File: src/rtl/tail_light_pkg.sv
// tail_light_pkg: shared state codes, lamp patterns and transition rule for the tail-light sequencer/monitor
package tail_light_pkg;
  typedef enum logic [2:0] {
    ST_L1 = 3'b001,
    ST_L2 = 3'b010,
    ST_L3 = 3'b011,
    ST_R1 = 3'b100,
    ST_R2 = 3'b101,
    ST_R3 = 3'b110,
    ST_N  = 3'b111
  } state_e;
  localparam logic [5:0] PAT_N  = 6'b000000;
  localparam logic [5:0] PAT_L1 = 6'b100000;
  localparam logic [5:0] PAT_L2 = 6'b110000;
  localparam logic [5:0] PAT_L3 = 6'b111000;
  localparam logic [5:0] PAT_R1 = 6'b000100;
  localparam logic [5:0] PAT_R2 = 6'b000110;
  localparam logic [5:0] PAT_R3 = 6'b000111;
  function automatic logic legal_step(state_e cur, state_e nxt);
    return nxt == ST_N
        || (cur == ST_N  && (nxt == ST_L1 || nxt == ST_R1))
        || (cur == ST_L1 && nxt == ST_L2)
        || (cur == ST_L2 && nxt == ST_L3)
        || (cur == ST_R1 && nxt == ST_R2)
        || (cur == ST_R2 && nxt == ST_R3);
  endfunction
endpackage

File: src/rtl/tail_light_monitor_if.sv
// tail_light_monitor_if: step/pattern inputs and status outputs of the tail-light monitor
interface tail_light_monitor_if #(parameter int CNT_W = 8);
  logic             step_en;
  logic [5:0]       lights;
  logic             clear;
  logic [2:0]       state_out;
  logic [1:0]       dir_seen;
  logic             seq_done;
  logic             abort;
  logic             err;
  logic             err_sticky;
  logic [CNT_W-1:0] left_count;
  logic [CNT_W-1:0] right_count;
  modport master (
    output step_en, lights, clear,
    input  state_out, dir_seen, seq_done, abort, err, err_sticky, left_count, right_count
  );
  modport slave (
    input  step_en, lights, clear,
    output state_out, dir_seen, seq_done, abort, err, err_sticky, left_count, right_count
  );
endinterface

File: src/rtl/tl_pattern_decode.sv
// tl_pattern_decode: maps a 6-bit lamp pattern to its state code and a legality flag
module tl_pattern_decode
  import tail_light_pkg::*;
(
  input  logic [5:0] lights,
  output logic       valid,
  output state_e     state
);
  always_comb begin
    state = lights == PAT_L1 ? ST_L1 :
            lights == PAT_L2 ? ST_L2 :
            lights == PAT_L3 ? ST_L3 :
            lights == PAT_R1 ? ST_R1 :
            lights == PAT_R2 ? ST_R2 :
            lights == PAT_R3 ? ST_R3 : ST_N;
    valid = lights == PAT_N || state != ST_N;
  end
endmodule

File: src/rtl/tail_light_monitor.sv
// tail_light_monitor: tracks sequencer lamp state, flags illegal steps and counts completed sequences
module tail_light_monitor
  import tail_light_pkg::*;
#(
  parameter int CNT_W = 8
) (
  input logic                 clock,
  input logic                 reset,
  tail_light_monitor_if.slave bus
);
  logic             dec_valid;
  state_e           dec_state;
  state_e           state_q, state_d;
  logic [1:0]       dir_q, dir_d;
  logic             done_q, done_d, abort_q, abort_d, err_q, err_d, sticky_q, sticky_d;
  logic [CNT_W-1:0] left_q, left_d, right_q, right_d;
  logic             ok, from_full, from_part;
  tl_pattern_decode u_dec (
    .lights(bus.lights),
    .valid (dec_valid),
    .state (dec_state)
  );
  always_comb begin
    ok        = dec_valid && legal_step(state_q, dec_state);
    from_full = state_q == ST_L3 || state_q == ST_R3;
    from_part = state_q inside {ST_L1, ST_L2, ST_R1, ST_R2};
    done_d    = bus.step_en && ok && dec_state == ST_N && from_full;
    abort_d   = bus.step_en && ok && dec_state == ST_N && from_part;
    err_d     = bus.step_en && !ok;
    state_d   = bus.step_en ? dec_state : state_q;
    dir_d     = !done_d ? dir_q : (state_q == ST_L3 ? 2'b10 : 2'b01);
    left_d    = bus.clear ? '0 :
                ((done_d && state_q == ST_L3 && left_q != '1) ? left_q + 1'b1 : left_q);
    right_d   = bus.clear ? '0 :
                ((done_d && state_q == ST_R3 && right_q != '1) ? right_q + 1'b1 : right_q);
    sticky_d  = !bus.clear && (sticky_q || err_d);
  end
  always_ff @(posedge clock or negedge reset) begin
    if (!reset) begin
      state_q  <= ST_N;
      dir_q    <= 2'b00;
      done_q   <= 1'b0;
      abort_q  <= 1'b0;
      err_q    <= 1'b0;
      sticky_q <= 1'b0;
      left_q   <= '0;
      right_q  <= '0;
    end else begin
      state_q  <= state_d;
      dir_q    <= dir_d;
      done_q   <= done_d;
      abort_q  <= abort_d;
      err_q    <= err_d;
      sticky_q <= sticky_d;
      left_q   <= left_d;
      right_q  <= right_d;
    end
  end
  assign bus.state_out   = state_q;
  assign bus.dir_seen    = dir_q;
  assign bus.seq_done    = done_q;
  assign bus.abort       = abort_q;
  assign bus.err         = err_q;
  assign bus.err_sticky  = sticky_q;
  assign bus.left_count  = left_q;
  assign bus.right_count = right_q;
endmodule

File: src/flat_wrapper.sv
// flat-port wrapper written by rule: the top's interface ports become plain ports
module tail_light_monitor_flat import tail_light_pkg::*;
#(
  parameter int CNT_W = 8
)
  (clock, reset, bus_step_en, bus_lights, bus_clear, bus_state_out, bus_dir_seen, bus_seq_done, bus_abort, bus_err, bus_err_sticky, bus_left_count, bus_right_count);
  tail_light_monitor_if #(.CNT_W(CNT_W)) bus_i ();
  input logic clock;
  input logic reset;
  input wire logic [$bits(bus_i.step_en)-1:0] bus_step_en;
  input wire logic [$bits(bus_i.lights)-1:0] bus_lights;
  input wire logic [$bits(bus_i.clear)-1:0] bus_clear;
  output wire logic [$bits(bus_i.state_out)-1:0] bus_state_out;
  output wire logic [$bits(bus_i.dir_seen)-1:0] bus_dir_seen;
  output wire logic [$bits(bus_i.seq_done)-1:0] bus_seq_done;
  output wire logic [$bits(bus_i.abort)-1:0] bus_abort;
  output wire logic [$bits(bus_i.err)-1:0] bus_err;
  output wire logic [$bits(bus_i.err_sticky)-1:0] bus_err_sticky;
  output wire logic [$bits(bus_i.left_count)-1:0] bus_left_count;
  output wire logic [$bits(bus_i.right_count)-1:0] bus_right_count;
  assign bus_i.step_en = bus_step_en;
  assign bus_i.lights = bus_lights;
  assign bus_i.clear = bus_clear;
  assign bus_state_out = bus_i.state_out;
  assign bus_dir_seen = bus_i.dir_seen;
  assign bus_seq_done = bus_i.seq_done;
  assign bus_abort = bus_i.abort;
  assign bus_err = bus_i.err;
  assign bus_err_sticky = bus_i.err_sticky;
  assign bus_left_count = bus_i.left_count;
  assign bus_right_count = bus_i.right_count;
  tail_light_monitor #(.CNT_W(CNT_W)) u_core (.clock(clock), .reset(reset), .bus(bus_i));
endmodule
File: config.mk
export PLATFORM = sky130hd
export DESIGN_NAME = tail_light_monitor_flat
export DESIGN_NICKNAME = d
export VERILOG_FILES = /design/src/rtl/tail_light_pkg.sv /design/src/rtl/tail_light_monitor_if.sv /design/src/rtl/tl_pattern_decode.sv /design/src/rtl/tail_light_monitor.sv /design/src/flat_wrapper.sv
export SDC_FILE = /design/constraint.sdc
export NUM_CORES = 1
export LEC_CHECK = 0
export CAP_MARGIN = 40
export CORE_UTILIZATION = 30
export CTS_CLUSTER_DIAMETER = 30
export DETAILED_ROUTE_END_ITERATION = 6
export PLACE_DENSITY = 0.49
export SYNTH_ARGS = -nofsm -noshare
export SYNTH_HDL_FRONTEND = slang
export SYNTH_SLANG_ARGS = --single-unit
File: constraint.sdc
create_clock -name clock -period 1.9 [get_ports clock]
set_input_delay 0.38 -clock clock [delete_from_list [all_inputs] [get_ports clock]]
set_output_delay 0.38 -clock clock [all_outputs]
set_load 0.02 [all_outputs]
==> results of run 1 <==
==> cells in the final DEF, fill, tap and decap left out, types with 4 or more instances in the layout <==
master,n
dlygate4sd2_1,6
a21oi_1,7
nor4_2,4
xnor2_1,10
nand2_1,5
dfrtp_1,22
nand4_1,7
buf_4,22
nor2_1,25
nand3_1,8
clkdlybuf4s50_1,25
xor2_1,5
inv_1,4
nor3_1,4
nor3b_1,5
==> layout make-up <==
class                      instances  area, um^2  share of cell area [%]
multi-input combinational        119         848                    40.4
timing repair buffer              56         495                    23.6
sequential                        25         629                    29.9
tap                               52        65.1                    3.10
clock inverter                     1        7.51                   0.357
inverter                           4        15.0                   0.714
clock buffer                       3        41.3                    1.96
==> logic make-up (layout without fill, tap and decap cells) <==
kind of cell	after synthesis	in the layout	synth area share (%)
AND/OR/NAND/NOR	81	81	32.2
flip-flops	25	25	43.3
AO/OA/AOI/OAI	20	20	9.56
XOR/XNOR	15	15	9.04
buffers and inverters	12	64	3.36
adder cells (fa/ha/maj)	2	2	1.72
multiplexers	1	1	0.775
==> power groups by stage <==
stage	registers, uW	clock network (uW)	logic (uW)
after global placement	559	0	132
after global routing	551	373	142
after floorplan	560	0	49.5
after CTS	549	344	130
final	549	325	129
after detailed placement	559	0	133
==> flip-flops by register name, indices dropped and copies added, names as in the netlist <==
| name | flops |
|---|---|
| u_core.bus.state_out | 3 |
| u_core.bus.left_count | 8 |
| u_core.bus.abort | 1 |
| u_core.bus.dir_seen | 2 |
| u_core.bus.seq_done | 1 |
| u_core.bus.err | 1 |
| u_core.bus.right_count | 8 |
| u_core.bus.err_sticky | 1 |
==> worst paths after layout <==
kind	startpoint	end	slack, ns	cells after the start
min	reset	u_core.bus.left_count[5]$_DFFE_PN0P_	0.46	2
max	bus_lights[0]	u_core.bus.err$_DFF_PN0_	0.04	6
min reg2reg	u_core.bus.dir_seen[0]$_DFFE_PN0P_	u_core.bus.dir_seen[0]$_DFFE_PN0P_	0.55	2
max in group asynchronous	reset	u_core.bus.state_out[2]$_DFFE_PN1P_	1.13	2
max reg2reg	u_core.bus.state_out[2]$_DFFE_PN1P_	u_core.bus.left_count[7]$_DFFE_PN0P_	0.15	6
min in group clock	u_core.bus.dir_seen[0]$_DFFE_PN0P_	u_core.bus.dir_seen[0]$_DFFE_PN0P_	0.55	2
==> timing repair <==
action	CTS	global route
hold buffers	0	0
endpoints found under the setup margin	18	4
pin swaps	7	3
hold endpoints to repair	0	0
gates resized for setup	15	8
==> critical path, delay by kind of cell <==
family,cells,cell delay [ns]
AOI/OAI and AO/OA,2,0.43
buffers and inverters,1,0.28
and+or+nand+nor,3,0.92
==> layer usage <==
layer / routed length (um) / global-route usage [%]
met1: 1630 / 18.0
met2: 1690 / 25.5
met3: 90 / 2.11
met4: 32 / 4.58
met5: 0 / 0
==> stage by stage <==
| stage | hold slack [ns] | setup TNS, ns |
|---|---|---|
| after floorplan | 0.0844 | -0.0137 |
| after global placement | 0.534 | -7.10 |
| after detailed placement | 0.531 | -7.55 |
| after CTS | 0.473 | 0 |
| after global routing | 0.477 | -0.0191 |
| final | 0.463 | 0 |
==> results.sh, run 1 <==
export IMPL_htreeDepth=1
export IMPL_die_width_um=71.6
export IMPL_p_clk_share_pct=32.4
export IMPL_crit_path_max_incr_delay_ns=0.51
export IMPL_avgViaCountPerCell=5.03
export IMPL_diodes=0
export IMPL_first_pass_iters=4
export IMPL_grt_pass1_vias=1248
export IMPL_clock_sinks=25
export IMPL_drt_iter0_drc=43
export IMPL_syn_nets=168
export IMPL_placed_area_um2=2000
export IMPL_grt_max_degree=26
export IMPL_peakVddDrop_v=0.000235
export IMPL_fmax_mhz=538
export IMPL_netSwitchingFraction_pct=25.2
export IMPL_synth_most_common_cell="nor2_1"
export IMPL_synth_warnings=0
export IMPL_wl_um=3440
export IMPL_worst_pin_slew_ns=0.629
export IMPL_antenna_found_initial=0
export IMPL_cp_arrival_ns=2.01
export IMPL_final_max_slew_viol_count=0
export IMPL_ys_seq_area_share_pct=43.3
export IMPL_total_power_uw=1000
export IMPL_gp_congestion=0.796
export IMPL_crit_chain="dlygate4sd2_1, nor4b_4, a22oi_2, or4b_4, a2111oi_4, nor3b_1"
export IMPL_ys_ff_latch=25
export IMPL_start_util_pct=32.2
export IMPL_clk_path_buf_depth=2
export IMPL_post_layout_nonfiller_instances=260
export IMPL_synthTopCellsByArea="dfrtp_1 (38%), nor2_1 (6.5%), xnor2_1 (6.0%), dfstp_2 (5.4%), nand4_1 (3.0%)"
export IMPL_ys_types=42
export IMPL_vias=1309
export IMPL_worst_hold_path_type="input pin to async pin"
export IMPL_std_cell_rows=24
export IMPL_ys_async_sr_fraction_pct=100
export IMPL_port_buffers=34
export IMPL_synth_common_cells="nor2_1 (25), dfrtp_1 (22), xnor2_1 (10), nand3_1 (8)"
export IMPL_synth_avg_cell_area_um2=9.31
export IMPL_hold_violations=0
export IMPL_path_max_fanout=3
export IMPL_postSynthCellCount=156
export IMPL_fin_area_um2=2100
export IMPL_syn2layout_area_growth_pct=44.7
export IMPL_drive_gt1_share_pct=21.6
export IMPL_setup_viol=0
export IMPL_coreArea_um2=4500
export IMPL_dp_cells=256
export IMPL_p_comb_share_pct=12.8
export IMPL_setup_slack_ns=0.0407
export IMPL_grt_use_total_pct=14.4
export IMPL_syn_area_um2=1450
export IMPL_grt_pass1_wl_um=5840
export IMPL_p_seq_share_pct=54.7
export IMPL_synth_edf_count=0
export IMPL_pre_cts_slack_ns=-0.571
export IMPL_wire_per_inst_um=13.2
export IMPL_nets=221
export IMPL_path_class="input pin to register"
export IMPL_grt_overflow_total=0
export IMPL_drv_cap=0
export IMPL_cts_setup_buffers=0
export IMPL_p_per_area_nw_per_um2=477
export IMPL_crit_slowest_cell="or4b_4"
export IMPL_clk_latency_ns=0.27
export IMPL_rsz0062_at_grt="true"
export IMPL_yosysTopAreaCellShare_pct=37.9
export IMPL_p_leak_uw=0.000809
export IMPL_finalCritPeriodShare_pct=97.9
export IMPL_cts_root_buf="clkbuf_8"
export IMPL_max_slew_margin_pct=57.9
export IMPL_cts_tree="yes"
export IMPL_synth_top_cell_by_area="dfrtp_1"
export IMPL_utilization_pct=46.7
export IMPL_ys_flop_type="dfrtp_1"
export IMPL_min_period_ns=1.86
export IMPL_p_sw_uw=253
export IMPL_start_kind="input pin"
export IMPL_ant_nets=0
export IMPL_status="finished clean"
export IMPL_worstPathRequired_ns=2.05
export IMPL_fillers=444
export IMPL_die_h_um=71.6
export IMPL_dieArea_um2=5120
export IMPL_numCtsBuffers=3
export IMPL_cts_clk_slew_worst_paths_ns=0.10
export IMPL_drc=0
export IMPL_finClkSkew_ns=0.00841
export IMPL_dp_hpwl_um=2520
export IMPL_endpoint_kind="register"
export IMPL_p_int_uw=751
export IMPL_ios=35
Note: power is estimated with default switching activity, not from simulation.
==> run 2, diff against run 1 <==
--- a/config.mk
+++ b/config.mk
@@ -5,6 +5,7 @@
 export SDC_FILE = /design/constraint.sdc
 export NUM_CORES = 1
 export LEC_CHECK = 0
+export ABC_CLOCK_PERIOD_IN_PS = 1900
 export CAP_MARGIN = 40
 export CORE_UTILIZATION = 30
 export CTS_CLUSTER_DIAMETER = 30
==> constraint.sdc (replaced) <==
create_clock -name clock -period 1.9 [get_ports clock]
set_input_delay 0.38 -clock clock [delete_from_list [all_inputs] [get_ports clock]]
set_output_delay 0.38 -clock clock [all_outputs]
set_load 0.005 [all_outputs]
==> run 2 against run 1 <==
Power down 0.53%. Cell area decreased by 0.30%. Clock skew about the same. Largest power group unchanged. Maximum frequency hardly changed.
==> results.sh, run 2 (synthesis results as in run 1) <==
export IMPL_die_width_um=71.6
export IMPL_worst_hold_path_type="input pin to async pin"
export IMPL_wl_um=3490
export IMPL_layout_common_cells="clkdlybuf4s50_1 (27), nor2_1 (25), buf_4 (23), dfrtp_1 (22), xnor2_1 (10)"
export IMPL_wl_met2_um=1690
export IMPL_coreArea_um2=4500
export IMPL_r2r_start="u_core.bus.state_out[1]$_DFFE_PN1P_"
export IMPL_cts_hold_fix_buffers=0
export IMPL_p_per_area_nw_per_um2=476
export IMPL_rsz0062_at_grt="true"
export IMPL_die_h_um=71.6
export IMPL_grt_use_total_pct=14.3
export IMPL_grt_pass1_wl_um=5830
export IMPL_finClkSkew_ns=0.00846
export IMPL_cp_arrival_ns=2.01
export IMPL_crit_slowest_cell="or4b_4"
export IMPL_drc=0
export IMPL_ant_nets=0
export IMPL_pre_cts_slack_ns=-0.571
export IMPL_r2r_slack_ns=0.15
export IMPL_status="finished clean"
export IMPL_ios=35
export IMPL_worst_pin_slew_ns=0.629
export IMPL_first_pass_iters=4
export IMPL_clk_latency_ns=0.27
export IMPL_finalCritPeriodShare_pct=97.8
export IMPL_worstSetupPathDepth=6
export IMPL_cts_root_buf="clkbuf_8"
export IMPL_crit_chain="dlygate4sd2_1, nor4b_4, a22oi_2, or4b_4, a2111oi_4, nor3b_1"
export IMPL_start_util_pct=32.2
export IMPL_final_max_slew_viol_count=0
export IMPL_peakVddDrop_v=0.000235
export IMPL_grt_overflow_total=0
export IMPL_top_layer="met4"
export IMPL_fillers=446
export IMPL_nets=222
export IMPL_hold_violations=0
export IMPL_setup_slack_ns=0.0417
export IMPL_vias=1331
export IMPL_cts_clk_slew_worst_paths_ns=0.10
export IMPL_grt_pass1_vias=1250
export IMPL_fmax_mhz=538
export IMPL_p_leak_uw=0.000811
export IMPL_worstPathRequired_ns=2.05
export IMPL_multiInputGateArea_um2=848
export IMPL_antenna_found_initial=0
export IMPL_max_slew_margin_pct=57.9
export IMPL_diodes=0
export IMPL_syn2layout_area_growth_pct=44.3
export IMPL_crit_path_max_incr_delay_ns=0.51
export IMPL_endpoint_kind="register"
export IMPL_met3_length_um=100
export IMPL_drt_iter0_drc=45
export IMPL_path_buf_inv=1
export IMPL_critPathTopFamily="simple AND/OR/NAND/NOR gates"
export IMPL_grt_max_degree=26
export IMPL_m1WireLength_um=1660
export IMPL_crit_start="bus_lights[0]"
export IMPL_crit_end="u_core.bus.err$_DFF_PN0_"
export IMPL_drive_gt1_share_pct=23.4
export IMPL_min_period_ns=1.86
export IMPL_path_class="input pin to register"
export IMPL_final_common_cell="clkdlybuf4s50_1"
export IMPL_htreeDepth=1
export IMPL_avgViaCountPerCell=5.10
export IMPL_std_cell_rows=24
export IMPL_clk_path_buf_depth=2
export IMPL_setup_viol=0
export IMPL_numCtsBuffers=3
export IMPL_wire_per_inst_um=13.4
export IMPL_drv_cap=0
export IMPL_r2r_end="u_core.bus.err$_DFF_PN0_"
export IMPL_start_kind="input pin"
export IMPL_port_buffers=34
export IMPL_clock_sinks=25
export IMPL_cts_tree="yes"
export IMPL_worstRegToRegCells=4
export IMPL_final_seq_area_um2=629
export IMPL_path_max_fanout=3
export IMPL_utilization_pct=46.5
export IMPL_dp_hpwl_um=2520
export IMPL_gp_congestion=0.796
export IMPL_dieArea_um2=5120
[run 2: cell count changes in the layout (fill, tap and decap cells not counted), sizes merged]
cell           change
dlymetal6s2s       -1
clkbuf             +3
dlygate4sd2        -3
clkdlybuf4s50      +2
clkdlybuf4s15      -1
buf                +1
[run 2: how the worst min path moves through the flow]
stage | from | to | slack [ns] | depth (start not counted)
final | reset | u_core.bus.left_count[5]$_DFFE_PN0P_ | 0.46 | 2
after global placement | u_core.bus.dir_seen[0]$_DFFE_PN0P_ | u_core.bus.dir_seen[0]$_DFFE_PN0P_ | 0.53 | 2
after floorplan | reset | u_core.bus.abort$_DFF_PN0_ | 0.08 | 0
after detailed placement | u_core.bus.dir_seen[0]$_DFFE_PN0P_ | u_core.bus.dir_seen[0]$_DFFE_PN0P_ | 0.53 | 2
after global routing | reset | u_core.bus.left_count[4]$_DFFE_PN0P_ | 0.48 | 2
after CTS | reset | u_core.bus.left_count[3]$_DFFE_PN0P_ | 0.47 | 2
[run 2: through the flow]
stage                     setup TNS [ns]  instance area (um^2)  cells  hold slack (ns)  total power (uW)
after floorplan                  -0.0137                  1470    156           0.0844               603
after global placement             -7.10                  2000    256            0.534               684
after detailed placement           -7.55                  2000    256            0.531               685
after CTS                              0                  2090    260            0.473              1020
after global routing             -0.0357                  2100    261            0.477              1060
final                                  0                  2100    261            0.463               998
[run 2: per-layer routing]
metal  vias to the layer above  GRT usage, %
met5                         -             0
met2                        25          25.5
met3                         2          2.11
met4                         0          4.58
met1                       642          17.9
li1                        662             -
[run 2: cell type report]
class                           count  area share (%)
Inverter                            4           0.716
Tap cell                           52            3.10
Sequential cell                    25            30.0
Multi-Input combinational cell    119            40.5
Clock buffer                        3            1.97
Clock inverter                      1           0.358
Timing Repair Buffer               57            23.3
[run 2: report_power, final]
part | switching, uW | total, uW | internal, uW
Combinational | 61.0 | 124 | 62.9
Clock | 177 | 326 | 149
Sequential | 8.79 | 548 | 539
[run 2: repair_timing]
item                       4_1_cts  5_1_grt
setup endpoints to repair       16        4
resized for setup               15       10
buffers inserted                 0        1
pin swaps                        6        4
[run 2: worst register-to-register path, delay by kind of cell, from the launching register on]
kind,cells,cell delay [ns]
flip-flops,1,0.61
AND/OR/NAND/NOR,2,0.39
AO/OA/AOI/OAI,2,0.64
==> run 3, diff against run 2 <==
--- a/config.mk
+++ b/config.mk
@@ -5,12 +5,13 @@
 export SDC_FILE = /design/constraint.sdc
 export NUM_CORES = 1
 export LEC_CHECK = 0
-export ABC_CLOCK_PERIOD_IN_PS = 1900
+export ABC_CLOCK_PERIOD_IN_PS = 1500
 export CAP_MARGIN = 40
 export CORE_UTILIZATION = 30
+export CTS_BUF_LIST = sky130_fd_sc_hd__clkbuf_8 sky130_fd_sc_hd__clkbuf_16
 export CTS_CLUSTER_DIAMETER = 30
 export DETAILED_ROUTE_END_ITERATION = 6
-export PLACE_DENSITY = 0.49
+export PLACE_DENSITY = 0.51
 export SYNTH_ARGS = -nofsm -noshare
 export SYNTH_HDL_FRONTEND = slang
 export SYNTH_SLANG_ARGS = --single-unit
==> constraint.sdc (replaced) <==
create_clock -name clock -period 1.5 [get_ports clock]
set_input_delay 0.3 -clock clock [delete_from_list [all_inputs] [get_ports clock]]
set_output_delay 0.3 -clock clock [all_outputs]
set_load 0.005 [all_outputs]
==> run 3 against run 2 <==
The run now ends with negative setup slack left. Worst setup slack got worse by 0.38 ns. Largest power group unchanged. Routed wire length increased by 23%. Global-route usage increased by 3.1 points. Sequential power increased by 26%. Cell area increased by 27%. Critical path type is now register to register.
==> results.sh, run 3 (synthesis results as in run 1) <==
export IMPL_hold_ws_ns=0.411
export IMPL_dp_hpwl_um=2820
export IMPL_cts_tree="yes"
export IMPL_start_kind="register"
export IMPL_cp_arrival_ns=2.03
export IMPL_avgViaCountPerCell=4.99
export IMPL_clk_latency_ns=0.26
export IMPL_r2r_start="u_core.bus.state_out[0]$_DFFE_PN1P_"
export IMPL_die_h_um=71.6
export IMPL_clock_sinks=25
export IMPL_fillers=402
export IMPL_final_max_slew_viol_count=0
export IMPL_min_period_ns=1.84
export IMPL_syn2layout_area_growth_pct=83.8
export IMPL_port_buffers=34
export IMPL_clk_path_buf_depth=2
export IMPL_worstPathRequired_ns=1.69
export IMPL_dieArea_um2=5120
export IMPL_p_leak_uw=0.00121
export IMPL_ios=35
export IMPL_fmax_mhz=543
export IMPL_fin_area_um2=2670
export IMPL_hold_violations=0
export IMPL_rsz0062_at_grt="true"
export IMPL_drv_cap=0
export IMPL_path_max_fanout=3
export IMPL_coreArea_um2=4500
export IMPL_crit_chain="buf_6, nor3_2, a211o_1, a221oi_2, buf_4, nor2_2, nor3b_2"
export IMPL_vias=1548
export IMPL_violations="negative setup slack"
export IMPL_worst_pin_slew_ns=0.366
export IMPL_max_slew_margin_pct=75.6
export IMPL_wire_per_inst_um=13.8
export IMPL_finClkSkew_ns=0.00315
export IMPL_status="complete, but fails checks"
export IMPL_grt_overflow_total=0
export IMPL_peakVddDrop_v=0.000250
export IMPL_setup_viol=18
export IMPL_std_cell_rows=24
export IMPL_finalCritPeriodShare_pct=123
export IMPL_grt_max_degree=26
export IMPL_p_seq_share_pct=53.3
export IMPL_final_common_cell="buf_4"
export IMPL_drt_iter0_drc=31
export IMPL_crit_path_max_incr_delay_ns=0.59
export IMPL_placed_area_um2=2250
export IMPL_cts_clk_slew_worst_paths_ns=0.08
export IMPL_setup_slack_ns=-0.342
export IMPL_htreeDepth=1
export IMPL_endpoint_kind="register"
export IMPL_drive_gt1_share_pct=45.0
export IMPL_netSwitchingFraction_pct=23.9
export IMPL_p_comb_share_pct=16.9
export IMPL_antenna_found_initial=0
export IMPL_worst_hold_path_type="input pin to async pin"
export IMPL_cts_root_buf="clkbuf_8"
export IMPL_cts_hold_fix_buffers=0
export IMPL_layout_common_cells="buf_4 (57), dfrtp_1 (22), nor2_1 (21), buf_6 (13), dlygate4sd2_1 (12)"
export IMPL_path_class="register to register"
export IMPL_grt_pass1_vias=1595
export IMPL_crit_start="u_core.bus.state_out[0]$_DFFE_PN1P_"
export IMPL_drc=0
export IMPL_start_util_pct=32.2
export IMPL_ant_nets=0
export IMPL_p_int_uw=984
export IMPL_crit_slowest_cell="dfstp_2"
export IMPL_gp_congestion=0.833
export IMPL_grt_use_total_pct=17.4
export IMPL_total_power_uw=1290
export IMPL_diodes=0
export IMPL_p_per_area_nw_per_um2=484
export IMPL_wl_um=4280
export IMPL_numCtsBuffers=3
export IMPL_p_sw_uw=309
export IMPL_p_clk_share_pct=29.8
export IMPL_grt_pass1_wl_um=7180
export IMPL_pre_cts_slack_ns=-0.857
export IMPL_die_width_um=71.6
export IMPL_nets=271
export IMPL_first_pass_iters=4
## run 3: through the flow
stage | util, % | setup TNS, ns | std cells
CTS | 56.3 | -1.43 | 300
global placement | 50.1 | -12.78 | 282
floorplan | - | -2.34 | 156
global route | 59.3 | -3.70 | 310
detailed placement | 50.1 | -14.10 | 282
finish | 59.3 | -2.17 | 310
## run 3: worst paths after layout
path,cells past startpoint,endpoint,slack [ns]
max,7,u_core.bus.err$_DFF_PN0_,-0.34
min,2,u_core.bus.left_count[7]$_DFFE_PN0P_,0.41
max in group asynchronous,2,u_core.bus.state_out[1]$_DFFE_PN1P_,0.79
min reg2reg,2,u_core.bus.dir_seen[1]$_DFFE_PN0P_,0.57
min in group clock,3,u_core.bus.state_out[1]$_DFFE_PN1P_,0.49
max reg2reg,7,u_core.bus.err$_DFF_PN0_,-0.34
## run 3: worst max-delay path, delay by kind of cell (launching register included)
kind | cells | cell delay [ns]
compound gates | 2 | 0.62
buf+inv | 2 | 0.31
simple gates | 3 | 0.26
flops | 1 | 0.59
## run 3: timing repair
item / CTS / global route
pin swaps: 16 / 15
buffers inserted: 13 / 10
gates cloned: 1 / 0
endpoints found under the setup margin: 37 / 26
gates resized for setup: 69 / 16
## run 3: cell type report
cell class              count  area (um^2)  area share (%)
clock buffers               3         41.3            1.55
repair buffers            106          930            34.8
multi-input cells         119          986            36.9
clock inverters             1         3.75           0.141
well taps                  52         65.1            2.44
flip-flops and latches     25          629            23.6
inverters                   4         15.0           0.562
## run 3: per-layer routing
metal | track usage [%] | share of wire, % | vias to the layer above
met5 | 0 | 0 | -
met4 | 6.75 | 1.8 | 0
met3 | 0.985 | 2.0 | 6
met2 | 32.7 | 52 | 25
met1 | 20.8 | 44 | 752
li1 | - | - | 765
## run 3: power by group through the flow
stage	Combinational, uW	Sequential, uW	Clock (uW)
2_1_floorplan	65.9	701	0
3_3_place_gp	181	705	0
3_5_place_dp	184	705	0
4_1_cts	199	691	401
5_1_grt	235	691	431
6_report	218	690	385
